File: src/rtl/mips_pkg.sv
// Shared MIPS datapath constants: architectural register numbers and widths.
package mips_pkg;

    localparam int unsigned XLEN    = 32;
    localparam int unsigned RADDR_W = 5;
    localparam int unsigned NREGS   = 1 << RADDR_W;
    localparam int unsigned CNT_W   = 16;

    localparam logic [RADDR_W-1:0] REG_ZERO = 5'd0;
    localparam logic [RADDR_W-1:0] REG_V0   = 5'd2;
    localparam logic [RADDR_W-1:0] REG_A0   = 5'd4;
    localparam logic [RADDR_W-1:0] REG_GP   = 5'd28;
    localparam logic [RADDR_W-1:0] REG_SP   = 5'd29;
    localparam logic [RADDR_W-1:0] REG_RA   = 5'd31;

    localparam logic [CNT_W-1:0] CNT_MAX = {CNT_W{1'b1}};

    // Reset value of register n; only $gp and $sp come up non-zero.
    function automatic logic [XLEN-1:0] reg_init(input int unsigned n,
                                                input logic [XLEN-1:0] gp_init,
                                                input logic [XLEN-1:0] sp_init);
        if (n == int'(REG_GP)) begin
            return gp_init;
        end else if (n == int'(REG_SP)) begin
            return sp_init;
        end
        return '0;
    endfunction

    // One-hot write strobe; $0 never receives a strobe.
    function automatic logic [NREGS-1:0] wr_decode(input logic we,
                                                   input logic [RADDR_W-1:0] wa);
        logic [NREGS-1:0] s;
        s = '0;
        if (we) begin
            s[wa] = 1'b1;
        end
        s[REG_ZERO] = 1'b0;
        return s;
    endfunction

endpackage

File: src/rtl/reg32_en.sv
// 32-bit register with synchronous active-high reset to INIT and a write enable.
module reg32_en
    import mips_pkg::*;
#(
    parameter logic [XLEN-1:0] INIT = '0
) (
    input  logic            clk,
    input  logic            rst,
    input  logic            en,
    input  logic [XLEN-1:0] d,
    output logic [XLEN-1:0] q
);

    always_ff @(posedge clk) begin
        if (rst) begin
            q <= INIT;
        end else if (en) begin
            q <= d;
        end
    end

endmodule

File: src/rtl/reg_file32.sv
// MIPS architectural register file: 2 combinational read ports, 1 synchronous
// write port, optional same-cycle write forwarding and a saturating write counter.
module reg_file32
    import mips_pkg::*;
#(
    parameter logic [XLEN-1:0] SP_INIT = 32'h0000_3FFC,
    parameter logic [XLEN-1:0] GP_INIT = 32'h0000_1800,
    parameter bit              BYPASS  = 1'b1
) (
    input  logic               clk,
    input  logic               rst,
    input  logic               we,
    input  logic [RADDR_W-1:0] wa,
    input  logic [XLEN-1:0]    wd,
    input  logic [RADDR_W-1:0] ra1,
    input  logic [RADDR_W-1:0] ra2,
    output logic [XLEN-1:0]    rd1,
    output logic [XLEN-1:0]    rd2,
    output logic [XLEN-1:0]    v0,
    output logic [XLEN-1:0]    a0,
    output logic [CNT_W-1:0]   wr_cnt
);

    logic [NREGS-1:0] strobe;
    logic [XLEN-1:0]  regs [NREGS];
    logic             commit;
    logic             fwd1;
    logic             fwd2;

    always_comb begin
        strobe = wr_decode(we, wa);
    end

    // Bit 0 of the strobe is always clear, so this excludes $0 writes.
    assign commit = |strobe;

    assign regs[0] = '0;

    for (genvar i = 1; i < NREGS; i++) begin : g_regs
        localparam logic [XLEN-1:0] INIT_I = reg_init(i, GP_INIT, SP_INIT);

        reg32_en #(
            .INIT (INIT_I)
        ) u_reg (
            .clk (clk),
            .rst (rst),
            .en  (strobe[i]),
            .d   (wd),
            .q   (regs[i])
        );
    end

    always_comb begin
        fwd1 = BYPASS && we && (wa != REG_ZERO) && (wa == ra1);
        fwd2 = BYPASS && we && (wa != REG_ZERO) && (wa == ra2);
    end

    always_comb begin
        rd1 = (ra1 == REG_ZERO) ? '0 : regs[ra1];
        if (fwd1) begin
            rd1 = wd;
        end
    end

    always_comb begin
        rd2 = (ra2 == REG_ZERO) ? '0 : regs[ra2];
        if (fwd2) begin
            rd2 = wd;
        end
    end

    // Syscall unit samples committed state only, so no forwarding here.
    assign v0 = regs[REG_V0];
    assign a0 = regs[REG_A0];

    always_ff @(posedge clk) begin
        if (rst) begin
            wr_cnt <= '0;
        end else if (commit && (wr_cnt != CNT_MAX)) begin
            wr_cnt <= wr_cnt + 1'b1;
        end
    end

endmodule

File: config.mk
export PLATFORM = sky130hd
export DESIGN_NAME = reg_file32
export DESIGN_NICKNAME = d
export VERILOG_FILES = /design/src/rtl/mips_pkg.sv /design/src/rtl/reg32_en.sv /design/src/rtl/reg_file32.sv
export SDC_FILE = /design/constraint.sdc
export NUM_CORES = 2
export LEC_CHECK = 0
export ABC_CLOCK_PERIOD_IN_PS = 3100
export CAP_MARGIN = 5
export CORE_UTILIZATION = 45
export DETAILED_ROUTE_END_ITERATION = 8
export GPL_ROUTABILITY_DRIVEN = 0
export PLACE_DENSITY_LB_ADDON = 0.25
export SLEW_MARGIN = 25
export SYNTH_ARGS = -nofsm -noshare
export SYNTH_HDL_FRONTEND = slang
export SYNTH_SLANG_ARGS = --single-unit
File: constraint.sdc
create_clock -name clk -period 3.1 [get_ports clk]
set_input_delay 0.62 -clock clk [delete_from_list [all_inputs] [get_ports clk]]
set_output_delay 0.62 -clock clk [all_outputs]
set_load 0.02 [all_outputs]
==> flow_summary.yaml <==
hold_path:
  hold_class: "in -> reg"
synth:
  synthesis.nets: 6028
  synth_edf_count: 0
  ys_seq_area_share_pct: 39.1
  synth.ff_latch_count: 1008
  ys.warnings.count: 0
  synth.distinct_cells: 63
  syn_avg_cell_area_um2: 8.64
  netlist_area_mm2: 0.0516
  async_flop_share_pct: 0
  synth_cells: 5977
  synthFlopType: "dfxtp_1"
cells_and_area:
  drive_gt1_share_pct: 28.2
  n_fill_cell: 9372
  final_cells: 7934
  final_cell_mix: "nand2_1 (2090), dfxtp_1 (982), a21oi_1 (979)"
  area_growth_pct: 29.1
  nNetsFinal: 6392
  mostFrequentLayoutCell: "nand2_1"
floorplanning:
  die_x_um: 341
  coreArea_mm2: 0.113
  num_io_pins: 194
  start_util_pct: 45.6
  rows: 123
  die_h_um: 341
  dieArea_mm2: 0.116
drt:
  drt.antenna.violating_nets: 0
  via_count: 50531
  firstDrtPassIters: 8
  first_iter_violations: 6905
  avgRoutedWirePerCell_um: 27.4
  wl_um: 218000
  routed_via_density: 6.37
  drc: 0
grt:
  grt_pass1_vias: 47987
  grt_start_max_net_pins: 94
  grt_pass1_wl_um: 316000
  grt_antenna_before_repair: 4
  grt_util_all_layers_pct: 36.2
  grt_overflow_total: 0
clock_network:
  cts_tree: "done"
  clock_latency_ns: 0.70
  clock_path_buffers: 3
  path_clk_slew_ns: 0.06
  htree_levels: 3
  cts_buffers: 106
  cts_sinks: 1008
  root_buffer: "clkbuf_16"
  holdBufCountCts: 0
power_and_ir_drop:
  internal_power_mw: 23.1
  leakagePower_nw: 23.0
  p_comb_share_pct: 12.9
  p_seq_share_pct: 41.9
  p_per_area_mw_per_mm2: 470
  ir_worst_vdd_v: 0.000432
  swShare_pct: 26.1
  p_switching_mw: 8.16
  clockPowerShare_pct: 45.2
critical_path:
  cp.arrival_ns: 2.59
  rrSetupSlack_ns: 0.58
  max_stage_delay_ns: 0.54
  critPathLaunchType: "input port"
  rr_startpoint: "wr_cnt[0]$_SDFFE_PP0P_"
  crit_top_cell: "buf_16"
  crit_path_start: "ra2[0]"
  crit_path_end_kind: "primary output"
  reg2reg_to: "wr_cnt[14]$_SDFFE_PP0P_"
  cpLargestDelayFamily: "buffers and inverters"
  critPathBufInv: 5
  r2r.worst_path.cells: 6
  cp.depth: 9
  crit_end: "rd2[15]"
  critPathKind: "in -> out"
  cp_max_fo: 5
  required_ns: 2.48
  cp_cell_sequence: "buf_16 > buf_16 > buf_12 > buf_16 > mux4_2 > mux2i_4 > a22oi_2 > a32o_2 > buf_6"
  crit_path_top_delay_cell: "mux4_2"
timing:
  rsz0062_at_grt: "true"
  setup_viol: 22
  fmax_mhz: 312
  fin_crit_sh_pct: 103
  relSlewSlack_pct: 38.1
  hold_violations: 0
  finalCriticalPeriod_ns: 3.21
  slew_viol_final: 0
  setup_ws_ns: -0.106
  fin_skew_ns: 0.0203
  tightest_slew_ns: 0.929
  timing.hold.ws_ns: 0.407
placed_design:
  placed_cells: 7582
  place_ws_ns: -1.05
  place_hpwl_um: 134000
  io_buffers: 193
status:
  violations: "setup timing"
  status: "complete, but fails checks"
run:
  cap_violations: 0
==> per-stage QoR <==
stage	total power, mW	cell area (um2)	utilization (%)	TNS (ns)
global route	31.9	66700	58.9	-1.45
detailed placement	16.7	58800	52.0	-52.42
global placement	16.7	58800	52.0	-51.26
CTS	31.0	65400	57.8	-0.596
finish	31.3	66700	58.9	-0.945
floorplan	15.1	51600	-	0
==> synthesized netlist by cell type (21+ instances only) <==
library cell  number  area, um2
nor3_1            88        440
nand2_1         2107       7910
a32o_1            31        310
nor2_1            91        342
buf_2             73        365
buf_4             31        233
a221oi_1          85        744
mux4_2           423       9530
clkbuf_1         510       1910
a22oi_1           41        308
mux2_2           101       1140
o31ai_1           27        203
a21oi_1          980       4900
nor2b_1           34        213
o22ai_1           34        213
a22o_1            34        298
dfxtp_1         1008      20200
xnor2_1           21        184
mux2i_1           88        881
==> what timing repair did <==
item / 4_1_cts / 5_1_grt
endpoints found under the setup margin: 64 / 58
resized for setup: 601 / 177
buffers inserted: 83 / 49
pin swaps: 53 / 67
gates cloned: 27 / 9
==> registers in the layout (all words and copies together) (netlist names) <==
name            count
g_regs.u_reg.q    992
wr_cnt             16
==> power groups by stage <==
stage,Combinational [mW],Clock [mW],Sequential (mW)
2_1_floorplan,1.74,0,13.4
3_3_place_gp,3.33,0,13.4
3_5_place_dp,3.34,0,13.4
4_1_cts,3.72,14.2,13.1
5_1_grt,4.11,14.7,13.1
6_report,4.03,14.1,13.1
==> layout make-up <==
cell class,count,area [um2],area share (%)
Multi-Input combinational cell,4320,30600,45.9
Sequential cell,1008,20200,30.3
Clock inverter,54,787,1.18
Timing Repair Buffer,900,10100,15.2
Antenna cell,2,5.00,0.00751
Tap cell,1500,1880,2.82
Inverter,5,18.8,0.0282
Clock buffer,145,3050,4.58
==> worst min-delay path by stage <==
| stage | cells after the start | end | startpoint |
|---|---|---|---|
| global route | 2 | g_regs[23].u_reg.q[19]$_SDFFE_PP0P_ | rst |
| detailed placement | 2 | g_regs[17].u_reg.q[0]$_SDFFE_PP0P_ | g_regs[17].u_reg.q[0]$_SDFFE_PP0P_ |
| finish | 2 | g_regs[26].u_reg.q[0]$_SDFFE_PP0P_ | rst |
| floorplan | 2 | g_regs[18].u_reg.q[10]$_SDFFE_PP0P_ | g_regs[18].u_reg.q[10]$_SDFFE_PP0P_ |
| global placement | 2 | g_regs[28].u_reg.q[3]$_SDFFE_PP0P_ | g_regs[28].u_reg.q[3]$_SDFFE_PP0P_ |
| CTS | 2 | g_regs[18].u_reg.q[19]$_SDFFE_PP0P_ | rst |
==> logic make-up (layout without fill, tap and decap cells) <==
| kind of cell | Yosys count | count (layout) | synth area share, % |
|---|---|---|---|
| other | 0 | 2 | 0 |
| AOI/OAI and AO/OA | 1281 | 1281 | 14.4 |
| xor gates and xnor gates | 23 | 23 | 0.390 |
| and+or+nand+nor | 2402 | 2402 | 18.4 |
| adders and majority gates | 1 | 1 | 0.0242 |
| muxes | 613 | 613 | 22.4 |
| DFF | 1008 | 1008 | 39.1 |
| buffers and inverters | 649 | 1104 | 5.38 |
==> routing by layer <==
layer  up-vias  part of all wire, %  track usage, %  wire length, um
met5         -                0.019               0               41
met4         6                  6.8            21.3            14700
met3       860                   14            9.33            29600
met2      3515                   44            54.5            94900
met1     24467                   36            46.9            78500
li1      21683                    -               -                -
Note: power is estimated with default switching activity, not from simulation.
